### src/rtl/wb_pkg.sv
// Shared types and constants for the writeback stage: result-source encoding
// and the load funct3 codes understood by load_extend.
package wb_pkg;

  typedef enum logic [2:0] {
    RES_ALU  = 3'b000,
    RES_LOAD = 3'b001,
    RES_PC4  = 3'b010,
    RES_IMM  = 3'b011
  } result_src_e;

  localparam logic [2:0] F3_LB  = 3'b000;
  localparam logic [2:0] F3_LH  = 3'b001;
  localparam logic [2:0] F3_LW  = 3'b010;
  localparam logic [2:0] F3_LBU = 3'b100;
  localparam logic [2:0] F3_LHU = 3'b101;

  function automatic logic is_half_load(input logic [2:0] f3);
    return (f3 == F3_LH) || (f3 == F3_LHU);
  endfunction

endpackage

### src/rtl/load_extend.sv
// Combinational load-data alignment: picks the byte/halfword lane addressed by
// addr_i, sign- or zero-extends it, and flags misaligned halfword/word loads.
module load_extend
  import wb_pkg::*;
(
  input  logic [31:0] word_i,
  input  logic [1:0]  addr_i,
  input  logic [2:0]  funct3_i,
  output logic [31:0] data_o,
  output logic        misaligned_o
);

  logic [7:0]  byte_s;
  logic [15:0] half_s;

  // Lane selection and extension
  always_comb begin
    byte_s = 8'h00;
    case (addr_i)
      2'b00:   byte_s = word_i[7:0];
      2'b01:   byte_s = word_i[15:8];
      2'b10:   byte_s = word_i[23:16];
      2'b11:   byte_s = word_i[31:24];
      default: byte_s = 8'h00;
    endcase
    // Halfword offset comes from addr[1] only; addr[0] is the misalignment case.
    if (addr_i[1]) begin
      half_s = word_i[31:16];
    end else begin
      half_s = word_i[15:0];
    end
    case (funct3_i)
      F3_LB:   data_o = {{24{byte_s[7]}}, byte_s};
      F3_LBU:  data_o = {24'h000000, byte_s};
      F3_LH:   data_o = {{16{half_s[15]}}, half_s};
      F3_LHU:  data_o = {16'h0000, half_s};
      default: data_o = word_i;
    endcase
  end

  // Misalignment detection
  always_comb begin
    if (is_half_load(funct3_i)) begin
      misaligned_o = addr_i[0];
    end else if (funct3_i == F3_LW) begin
      misaligned_o = (addr_i != 2'b00);
    end else begin
      misaligned_o = 1'b0;
    end
  end

endmodule

### src/rtl/writeback_stage.sv
// Registered writeback stage: valid/ready pipeline register feeding the
// register-file write port. Define WB_RETIRE_COUNT_EN to add the instret counter.
module writeback_stage
  import wb_pkg::*;
#(
  parameter int DATA_WIDTH     = 32,
  parameter int PC_WIDTH       = 32,
  parameter int REG_ADDR_WIDTH = 5
) (
  input  logic                      clk,
  input  logic                      rst_n,
  input  logic                      in_valid,
  output logic                      in_ready,
  input  logic                      flush,
  input  logic [DATA_WIDTH-1:0]     ALU_result,
  input  logic [DATA_WIDTH-1:0]     ReadData,
  input  logic [PC_WIDTH-1:0]       PC,
  input  logic [DATA_WIDTH-1:0]     ImmExt,
  input  logic [2:0]                ResultSrc,
  input  logic [2:0]                funct3,
  input  logic [REG_ADDR_WIDTH-1:0] rd,
  input  logic                      RegWrite,
  input  logic                      out_ready,
  output logic                      wb_valid,
  output logic                      wb_we,
  output logic [REG_ADDR_WIDTH-1:0] wb_rd,
  output logic [DATA_WIDTH-1:0]     wb_data,
  output logic                      load_misaligned
`ifdef WB_RETIRE_COUNT_EN
  ,
  output logic [63:0]               instret
`endif
);

  logic                      valid_q, valid_d;
  logic [DATA_WIDTH-1:0]     alu_q, alu_d;
  logic [DATA_WIDTH-1:0]     rdata_q, rdata_d;
  logic [PC_WIDTH-1:0]       pc_q, pc_d;
  logic [DATA_WIDTH-1:0]     imm_q, imm_d;
  logic [2:0]                src_q, src_d;
  logic [2:0]                f3_q, f3_d;
  logic [REG_ADDR_WIDTH-1:0] rd_q, rd_d;
  logic                      rw_q, rw_d;

  logic [31:0]               load_data_s;
  logic                      load_mis_s;
  logic [PC_WIDTH-1:0]       pc4_s;
  logic [DATA_WIDTH-1:0]     result_s;

  assign in_ready = !valid_q || out_ready;

  // Next-state: flush beats capture; a stalled register holds every field
  always_comb begin
    valid_d = valid_q;
    alu_d   = alu_q;
    rdata_d = rdata_q;
    pc_d    = pc_q;
    imm_d   = imm_q;
    src_d   = src_q;
    f3_d    = f3_q;
    rd_d    = rd_q;
    rw_d    = rw_q;
    if (flush) begin
      valid_d = 1'b0;
    end else if (in_valid && in_ready) begin
      valid_d = 1'b1;
      alu_d   = ALU_result;
      rdata_d = ReadData;
      pc_d    = PC;
      imm_d   = ImmExt;
      src_d   = ResultSrc;
      f3_d    = funct3;
      rd_d    = rd;
      rw_d    = RegWrite;
    end else if (out_ready) begin
      valid_d = 1'b0;
    end else begin
      valid_d = valid_q;
    end
  end

  // Pipeline register
  always_ff @(posedge clk or negedge rst_n) begin
    if (!rst_n) begin
      valid_q <= 1'b0;
      alu_q   <= '0;
      rdata_q <= '0;
      pc_q    <= '0;
      imm_q   <= '0;
      src_q   <= 3'b000;
      f3_q    <= 3'b000;
      rd_q    <= '0;
      rw_q    <= 1'b0;
    end else begin
      valid_q <= valid_d;
      alu_q   <= alu_d;
      rdata_q <= rdata_d;
      pc_q    <= pc_d;
      imm_q   <= imm_d;
      src_q   <= src_d;
      f3_q    <= f3_d;
      rd_q    <= rd_d;
      rw_q    <= rw_d;
    end
  end

  load_extend u_load_extend (
    .word_i      (rdata_q[31:0]),
    .addr_i      (alu_q[1:0]),
    .funct3_i    (f3_q),
    .data_o      (load_data_s),
    .misaligned_o(load_mis_s)
  );

  assign pc4_s = pc_q + PC_WIDTH'(4);

  // Result select; 1xx encodings fall back to the ALU result
  always_comb begin
    case (src_q)
      RES_ALU:  result_s = alu_q;
      RES_LOAD: result_s = DATA_WIDTH'(load_data_s);
      RES_PC4:  result_s = DATA_WIDTH'(pc4_s);
      RES_IMM:  result_s = imm_q;
      default:  result_s = alu_q;
    endcase
  end

  // Write-port drive; idle port shows zeros
  always_comb begin
    wb_valid = valid_q;
    if (valid_q) begin
      wb_rd           = rd_q;
      wb_data         = result_s;
      load_misaligned = (src_q == RES_LOAD) && load_mis_s;
    end else begin
      wb_rd           = '0;
      wb_data         = '0;
      load_misaligned = 1'b0;
    end
    wb_we = valid_q && out_ready && rw_q && (wb_rd != '0) && !load_misaligned;
  end

`ifdef WB_RETIRE_COUNT_EN
  logic [63:0] instret_q;

  // Retirement counter: every consumed instruction, writing or not
  always_ff @(posedge clk or negedge rst_n) begin
    if (!rst_n) begin
      instret_q <= 64'd0;
    end else if (valid_q && out_ready) begin
      instret_q <= instret_q + 64'd1;
    end else begin
      instret_q <= instret_q;
    end
  end

  assign instret = instret_q;
`endif

endmodule

### config.mk
export PLATFORM = sky130hd
export DESIGN_NAME = writeback_stage
export DESIGN_NICKNAME = d
export VERILOG_FILES = /design/src/rtl/wb_pkg.sv /design/src/rtl/load_extend.sv /design/src/rtl/writeback_stage.sv
export SDC_FILE = /design/constraint.sdc
export NUM_CORES = 1
export LEC_CHECK = 0
export ABC_AREA = 1
export BUFFER_PORTS_ARGS = -buffer_cell sky130_fd_sc_hd__buf_2
export CORE_MARGIN = 3
export CORE_UTILIZATION = 59
export DETAILED_ROUTE_END_ITERATION = 10
export PLACE_DENSITY_LB_ADDON = 0.2
export SYNTH_ARGS = -nofsm -noshare
export SYNTH_HDL_FRONTEND = slang
export SYNTH_HIERARCHICAL = 1
export SYNTH_SLANG_ARGS = --single-unit
export TNS_END_PERCENT = 20
### constraint.sdc
create_clock -name clk -period 5.15 [get_ports clk]
set_input_delay 1.03 -clock clk [delete_from_list [all_inputs] [get_ports clk]]
set_output_delay 1.03 -clock clk [all_outputs]
set_load 0.02 [all_outputs]
==> out/summary.txt, run 1 <==
post-route minimum period: 4000 ps
Congestion Overflow GR: 0
Initial Utilization: 0.604
Worst Max-Slew Pin Slew: 1100 ps
Synth Instances: 904
area grow syn2layout: 19.2%
Power Density: 393 nW/um^2
final WL: 22100 um
CTS tree: built
clock-pin slew on the worst setup and hold paths: 60 ps
full die area: 15100 um^2
clock latency on the worst-skew pair: 430 ps
Chip Height: 123 um
CP peak stage delay: 820 ps
post-CTS setup buffers: 0
Final Setup Violations: 0
Max transition margin: 0.267
Overall Global Routing Usage: 0.298
wire length per cell: 17.6 um
Max-cap violations: 0
Ports: 186
top cells by count, synth: 193 x nand2_1, 141 x dfrtp_1, 83 x nor2_1
TritonCTS Sinks: 141
layout cell share with drive strength beyond 1: 0.317
post-synth cell types: 36
Via density: 5.66
Post-synth EDFFs: 0
yosys warns: 6
M3 GR Usage: 0.0668
most frequent cell after synthesis: nand2_1
Worst Clk Skew: 7.70 ps
peak supply drop: 318 uV
Worst R2R Setup Slack: 2490 ps
top cells by area, synth: dfrtp_1 44%, mux2_2 10%, nand2_1 9.0%, mux2_1 6.4%, a21oi_1 4.6%
status: completed
Crit-path slowest cell: dfrtp_1
DRT Pass-1 Iters: 5
worst-path cell chain: inv_2 -> nand2_1 -> nand2_1 -> inv_1 -> nand2_2 -> nand3_4 -> nand3_2 -> nand2_1 -> nand2_1 -> a21oi_1 -> a21oi_1 -> buf_2
Main synth FF type: dfrtp_1
port buffer count: 185
Synth area leader: dfrtp_1
Syn Nets: 1050
Tightest Hold Check Type: reg2reg
Synth top area share: 0.439
total CTS buffers: 17
RSZ-0062 raised after global routing: no
worst setup margin: 1150 ps
Initial DRC Count: 818
mapped cell area: 8030 um^2
global placement routability congestion: 0.976
worst slack, placed: 1710 ps
WS Path Type: reg2out
fin nets: 1212
initial antenna violation count: 2
FFs w/ async S/R, synth: 1.00
fmax: 0.250 GHz
period utilization: 0.778
Syn Area/Cell: 8.89 um^2
hold buffers post-CTS: 0
DRC Markers: 0
CP max FO: 24
Cell Rows: 42
Critical Path RT: 4120 ps
antenna-violating nets left: 0
largest net degree at the start of global routing: 144
Critical Path AT: 2970 ps
post_cts resized: 0
startpoint types: flop
H-tree levels: 4
Seq/Total Area, Yosys: 0.439
GRT met2 Usage: 0.465
hold slack: 490 ps
vias in the first global route: 6646
Yosys reg bits: 141
GR peak layer: met2
Tot Pwr: 3.76 mW
CP Capture Type: output pin
deepest clock path buffer count: 2
first-pass GRT wire length: 34100 um
Vias: 7110
clk root buf: clkbuf_16
Final Max Tran Viols: 0
Die Span X: 123 um
DP HPWL: 15600 um
Fin. Hold Viols: 0
filler instances: 1044
GR Util met1: 0.411
Setup TNS: 0 ps
Critical Path Most Common Cell: nand2_1
Lkg Pwr: 4.66 nW
core area: 13300 um^2
## layer usage
metal | vias to the layer above | part of all wire
met3 | 38 | 0.088
met4 | 0 | 0.020
met5 | - | 0
met1 | 3358 | 0.42
met2 | 339 | 0.47
li1 | 3375 | -
## worst max-delay path, delay by kind of cell, from the launching register on
kind / cells / cell delay, ps
and+or+nand+nor: 7 / 860
buffers and inverters: 3 / 510
DFF: 1 / 820
AOI/OAI and AO/OA: 2 / 350
## flip-flops by register name (all words and copies together) (netlist names)
name      flops
alu_q        32
f3_q          3
imm_q        32
pc_q         32
rd_q          5
rdata_q      32
rw_q          1
src_q         3
wb_valid      1
## logic make-up (layout without fill, tap and decap cells)
| family | after synthesis | after routing | synth area share |
|---|---|---|---|
| AOI/OAI and AO/OA | 163 | 163 | 0.107 |
| adders and majority gates | 1 | 1 | 0.00156 |
| buffers and inverters | 101 | 276 | 0.0677 |
| DFF | 141 | 141 | 0.439 |
| muxes | 119 | 119 | 0.167 |
| other | 0 | 2 | 0 |
| and+or+nand+nor | 379 | 379 | 0.218 |
## cell usage in the layout (no fill, tap or decap), drive strengths merged, types with 3 or more instances in the layout
| cell | netlist | final |
|---|---|---|
| clkinv | 1 | 3 |
| nor2 | 91 | 91 |
| o21bai | 5 | 5 |
| nand2 | 199 | 199 |
| inv | 51 | 51 |
| o21ai | 62 | 62 |
| a21oi | 74 | 74 |
| bufinv | 0 | 5 |
| clkbuf | 17 | 23 |
| buf | 32 | 192 |
| a31oi | 11 | 11 |
| nand3 | 76 | 76 |
| o22ai | 8 | 8 |
| or2 | 9 | 9 |
| dfrtp | 141 | 141 |
| mux2 | 119 | 119 |
## cell type report
type | instances | area, um^2 | area share
Antenna cell | 2 | 5.00 | 0.000523
Clock buffer | 23 | 478 | 0.0499
Clock inverter | 9 | 183 | 0.0191
Inverter | 52 | 203 | 0.0212
Multi-Input combinational cell | 662 | 3980 | 0.415
Sequential cell | 141 | 3530 | 0.368
Tap cell | 176 | 220 | 0.0230
Timing Repair Buffer | 192 | 985 | 0.103
## per-stage QoR
step,utilization,cells,cell area [um^2]
finish,0.720,1257,9580
global route,0.720,1257,9580
CTS,0.720,1255,9570
detailed placement,0.670,1223,8910
global placement,0.670,1223,8910
floorplan,-,904,8030
## power breakdown
part           internal [mW]  switching [mW]  total, mW  leakage [nW]
sequential              1.30           0.183       1.48          1.64
combinational          0.375           0.537      0.912          2.71
clock                  0.900           0.473       1.37         0.314
total                   2.57            1.19       3.76          4.66
## path summary, 6_finish.rpt
check / startpoint / end / cells after the start
setup / recovery: alu_q[1] / wb_data[22] / 12
hold / removal: alu_q[2] / alu_q[2] / 1
setup reg to reg: wb_valid / f3_q[1] / 5
hold reg to reg: alu_q[2] / alu_q[2] / 1
max in group asynchronous: rst_n / alu_q[9] / 2
min in group asynchronous: rst_n / pc_q[4] / 1
No activity file was read; power rests on OpenSTA's default activity.
==> run 2, diff against run 1 <==
CORE_UTILIZATION = 49   (was 59)
clock period = 3.2 ns   (was 5.15 ns; I/O delays follow)
==> out/summary.txt, run 2 (synthesized netlist as in run 1, its figures left out) <==
status: completed
H-tree levels: 4
DP HPWL: 16900 um
Overall Global Routing Usage: 0.260
Final Max Tran Viols: 0
worst setup margin: 142 ps
deepest clock path buffer count: 2
core area: 15900 um^2
clock latency on the worst-skew pair: 420 ps
wire length per cell: 17.8 um
global placement routability congestion: 0.938
clk root buf: clkbuf_16
period utilization: 0.955
Worst R2R Setup Slack: 1280 ps
Tightest Hold Check Type: in2async
initial antenna violation count: 2
area grow syn2layout: 21.4%
fin nets: 1223
Vias: 7152
worst slack, placed: 439 ps
peak supply drop: 454 uV
Critical Path AT: 2420 ps
vias in the first global route: 6958
Critical Path RT: 2560 ps
Cell Rows: 46
Ports: 186
Worst R2R Path Depth: 5
TritonCTS Sinks: 141
DRT Pass-1 Iters: 6
Power Density: 626 nW/um^2
DRC Markers: 0
Initial Utilization: 0.504
total CTS buffers: 17
CTS tree: built
Worst Clk Skew: 5.32 ps
Max-cap violations: 0
Initial DRC Count: 698
filler instances: 1440
CP Capture Type: output pin
most frequent cells in the layout: 193 x nand2_1, 184 x buf_2, 140 x dfrtp_1
clock-pin slew on the worst setup and hold paths: 60 ps
largest net degree at the start of global routing: 64
Congestion Overflow GR: 0
port buffer count: 185
layout cell share with drive strength beyond 1: 0.327
CP max FO: 22
most common cell after layout, fill and taps aside: nand2_1
fmax: 0.327 GHz
final WL: 23200 um
first-pass GRT wire length: 36700 um
worst reg2reg path endpoint: pc_q[14]
Lkg Pwr: 4.73 nW
Worst Max-Slew Pin Slew: 574 ps
hold buffers post-CTS: 0
Fin. Hold Viols: 0
Max transition margin: 0.617
hold slack: 178 ps
Via density: 5.47
antenna-violating nets left: 0
worst r2r src: wb_valid
full die area: 18000 um^2
startpoint types: flop
Die Span X: 134 um
Final Setup Violations: 0
post-route minimum period: 3060 ps
WS Path Type: reg2out
Chip Height: 134 um
## run 2: changes by cell type in the layout (fill, tap and decap cells not counted)
cell	before	now
dfrtp_2	0	1
buf_12	0	2
clkbuf_1	3	2
clkinv_2	0	2
nand3_2	18	19
clkinvlp_4	2	1
nand3_4	2	3
buf_4	7	14
nand3_1	56	55
buf_6	1	2
dfrtp_1	141	140
inv_4	0	1
inv_2	3	2
## run 2: per-stage QoR
| stage | std cells | utilization | power, mW | cell area (um^2) | setup TNS, ps |
|---|---|---|---|---|---|
| after global placement | 1271 | 0.567 | 3.86 | 9050 | 0 |
| after detailed placement | 1271 | 0.567 | 3.88 | 9050 | 0 |
| after floorplan | 904 | - | 3.39 | 8030 | 0 |
| final | 1308 | 0.612 | 6.10 | 9760 | 0 |
| after global routing | 1308 | 0.612 | 6.43 | 9760 | -11.4 |
| after CTS | 1303 | 0.609 | 6.10 | 9710 | 0 |
## run 2: worst max-delay path by stage
stage / from / endpoint
6_report: alu_q[1] / wb_data[8]
5_1_grt: alu_q[1] / wb_data[13]
4_1_cts: alu_q[1] / wb_data[8]
3_5_place_dp: alu_q[0] / wb_data[8]
3_3_place_gp: alu_q[0] / wb_data[8]
2_1_floorplan: wb_valid / wb_we
## run 2: final cells by class
cell class                      instances  area, um^2  share of cell area
Multi-Input combinational cell        663        4000               0.410
Sequential cell                       141        3530               0.362
Clock inverter                         10         185              0.0190
Inverter                               52         205              0.0210
Antenna cell                            2        5.00            0.000513
Clock buffer                           22         474              0.0486
Tap cell                              216         270              0.0277
Timing Repair Buffer                  202        1090               0.112
## run 2: timing repair
item	4_1_cts	5_1_grt
endpoints found under the setup margin	2	23
endpoints found under the hold margin	0	0
buffers inserted	0	2
gates cloned	0	1
resized for setup	1	5
## run 2: per-layer routing
layer	wire length, um	global-route usage
met1	10200	0.364
met2	11100	0.416
met3	1600	0.0533
met4	379	0.0684
met5	0	0
## run 2: critical path, cell delays in order, from the launching register on
cell and delay, ps:
dfrtp_1 410, buf_6 190, nand3_1 100, nand2_1 60
inv_1 60, nand2_2 110, nand3_4 210, nand3_2 80
o21ai_0 420, a31oi_1 170, buf_2 180
## run 2: where the power goes
| part | total, mW | internal (mW) | switching, mW |
|---|---|---|---|
| sequential | 2.35 | 2.09 | 0.263 |
| combinational | 1.56 | 0.629 | 0.929 |
| clock | 2.20 | 1.45 | 0.752 |
| total | 6.10 | 4.16 | 1.94 |
==> run 3, diff against run 2 <==
--- a/config.mk
+++ b/config.mk
@@ -8,4 +8,5 @@
 export ABC_AREA = 1
 export BUFFER_PORTS_ARGS = -buffer_cell sky130_fd_sc_hd__buf_2
+export CORE_ASPECT_RATIO = 1.5
 export CORE_MARGIN = 3
 export CORE_UTILIZATION = 49
==> constraint.sdc (replaced) <==
create_clock -name clk -period 3.2 [get_ports clk]
set_input_delay 0.64 -clock clk [delete_from_list [all_inputs] [get_ports clk]]
set_output_delay 0.64 -clock clk [all_outputs]
set_load 0.1 [all_outputs]
==> out/summary.txt, run 3 (synthesized netlist as in run 1, its figures left out) <==
status: completed
vias in the first global route: 7238
Initial DRC Count: 355
Ports: 186
Final Util: 0.653
full die area: 18000 um^2
core area: 15800 um^2
worst slack, placed: 455 ps
Critical Path AT: 2420 ps
Chip Height: 163 um
crit path to: wb_data[24]
startpoint types: flop
post-CTS setup buffers: 0
Crit path max-delay family: simple AND/OR/NAND/NOR gates
CP peak stage delay: 420 ps
Critical Path RT: 2560 ps
CP Buf/Inv Count: 1
DRC Markers: 0
Lkg Pwr: 4.81 nW
Crit-path slowest cell: dfrtp_1
peak supply drop: 349 uV
global placement routability congestion: 0.981
DRT Pass-1 Iters: 5
Placed Area: 9610 um^2
Final Setup Violations: 0
Overall Global Routing Usage: 0.268
post-route minimum period: 3060 ps
TritonCTS Sinks: 141
Initial Utilization: 0.507
WS Path Type: reg2out
Vias: 7121
Final Max Tran Viols: 0
first-pass GRT wire length: 37800 um
multi-input logic area: 4080 um^2
Tightest Hold Check Type: in2async
area grow syn2layout: 28.7%
hold slack: 222 ps
fin nets: 1224
port buffer count: 185
Max transition margin: 0.568
Worst Max-Slew Pin Slew: 648 ps
design area: 10300 um^2
Power Density: 641 nW/um^2
most frequent cells in the layout: 192 x nand2_1, 152 x buf_2, 139 x dfrtp_1
Placed Cells: 1262
worst reg2reg path endpoint: alu_q[5]
H-tree levels: 4
period utilization: 0.956
CP Capture Type: output pin
deepest clock path buffer count: 2
final cell count without fillers: 1295
Worst R2R Path Depth: 5
worst setup margin: 141 ps
Crit path depth: 9
clk root buf: clkbuf_16
Worst Clk Skew: 4.76 ps
Fin. Hold Viols: 0
Cell Rows: 56
Worst R2R Setup Slack: 900 ps
CTS tree: built
initial antenna violation count: 2
largest net degree at the start of global routing: 72
Via density: 5.50
Storage cell area: 3530 um^2
wire length per cell: 18.5 um
CP max FO: 4
worst setup path startpoint: pc_q[12]
worst r2r src: wb_valid
Die Span X: 111 um
clock-pin slew on the worst setup and hold paths: 60 ps
Max-cap violations: 0
fmax: 0.327 GHz
worst-path cell chain: nand2_1 -> nor2_1 -> nand2_1 -> nor2_2 -> nand2_1 -> nand2_1 -> nand3_1 -> a21oi_1 -> buf_12
DP HPWL: 18300 um
clock latency on the worst-skew pair: 420 ps
Critical Path Most Common Cell: nand2_1
most common cell after layout, fill and taps aside: nand2_1
filler instances: 1375
antenna-violating nets left: 0
total CTS buffers: 17
RSZ-0062 raised after global routing: no
layout cell share with drive strength beyond 1: 0.352
Congestion Overflow GR: 0
final WL: 24000 um
-- run 3: cell types whose count changed in the layout (fill, tap and decap cells not counted), sizes merged --
cell / previous run / this run
buf: 202 / 204
clkbuf: 22 / 21
clkinv: 5 / 3
clkinvlp: 1 / 6
inv: 51 / 48
nand3: 77 / 76
-- run 3: timing repair --
action / 4_1_cts / 5_1_grt
setup endpoints to repair: 1 / 19
hold buffers: 0 / 0
pin swaps: 0 / 1
hold endpoints to repair: 0 / 0
gates resized for setup: 1 / 18
-- run 3: how the worst min path moves through the flow --
stage / cells past startpoint / startpoint / end / slack [ps]
2_1_floorplan: 0 / rst_n / alu_q[0] / 340
3_3_place_gp: 1 / rdata_q[7] / rdata_q[7] / 480
3_5_place_dp: 1 / pc_q[1] / pc_q[1] / 490
4_1_cts: 1 / rst_n / pc_q[6] / 240
5_1_grt: 1 / rst_n / alu_q[12] / 260
6_report: 1 / rst_n / imm_q[13] / 220
-- run 3: worst register-to-register path, stage by stage, from the launching register on --
cell	delay (ps)
dfrtp_4	710
inv_2	40
or2_4	270
nand2_8	420
buf_4	380
mux2_2	360
-- run 3: through the flow --
stage	setup TNS, ps	total power, mW
2_1_floorplan	-6180	3.74
3_3_place_gp	0	4.39
3_5_place_dp	0	4.42
4_1_cts	0	6.64
5_1_grt	0	6.95
6_report	0	6.63
-- run 3: per-layer routing --
layer	vias up	global-route usage	share of wire
met2	247	0.472	0.52
met1	3409	0.310	0.38
met3	70	0.0435	0.046
met5	-	0	0
li1	3395	-	-
met4	0	0.151	0.051
-- run 3: report_power, final --
part           internal (mW)  leakage [nW]  switching [mW]
registers               2.09          1.64           0.263
logic                  0.787          2.86            1.29
clock network           1.44         0.311           0.759
-- run 3: cell type report --
type / count / share of cell area
diodes: 2 / 0.000484
clock buffers: 21 / 0.0455
clock inverters: 10 / 0.0180
inverters: 52 / 0.0207
multi-input cells: 662 / 0.394
flip-flops and latches: 141 / 0.342
well taps: 203 / 0.0246
repair buffers: 204 / 0.154
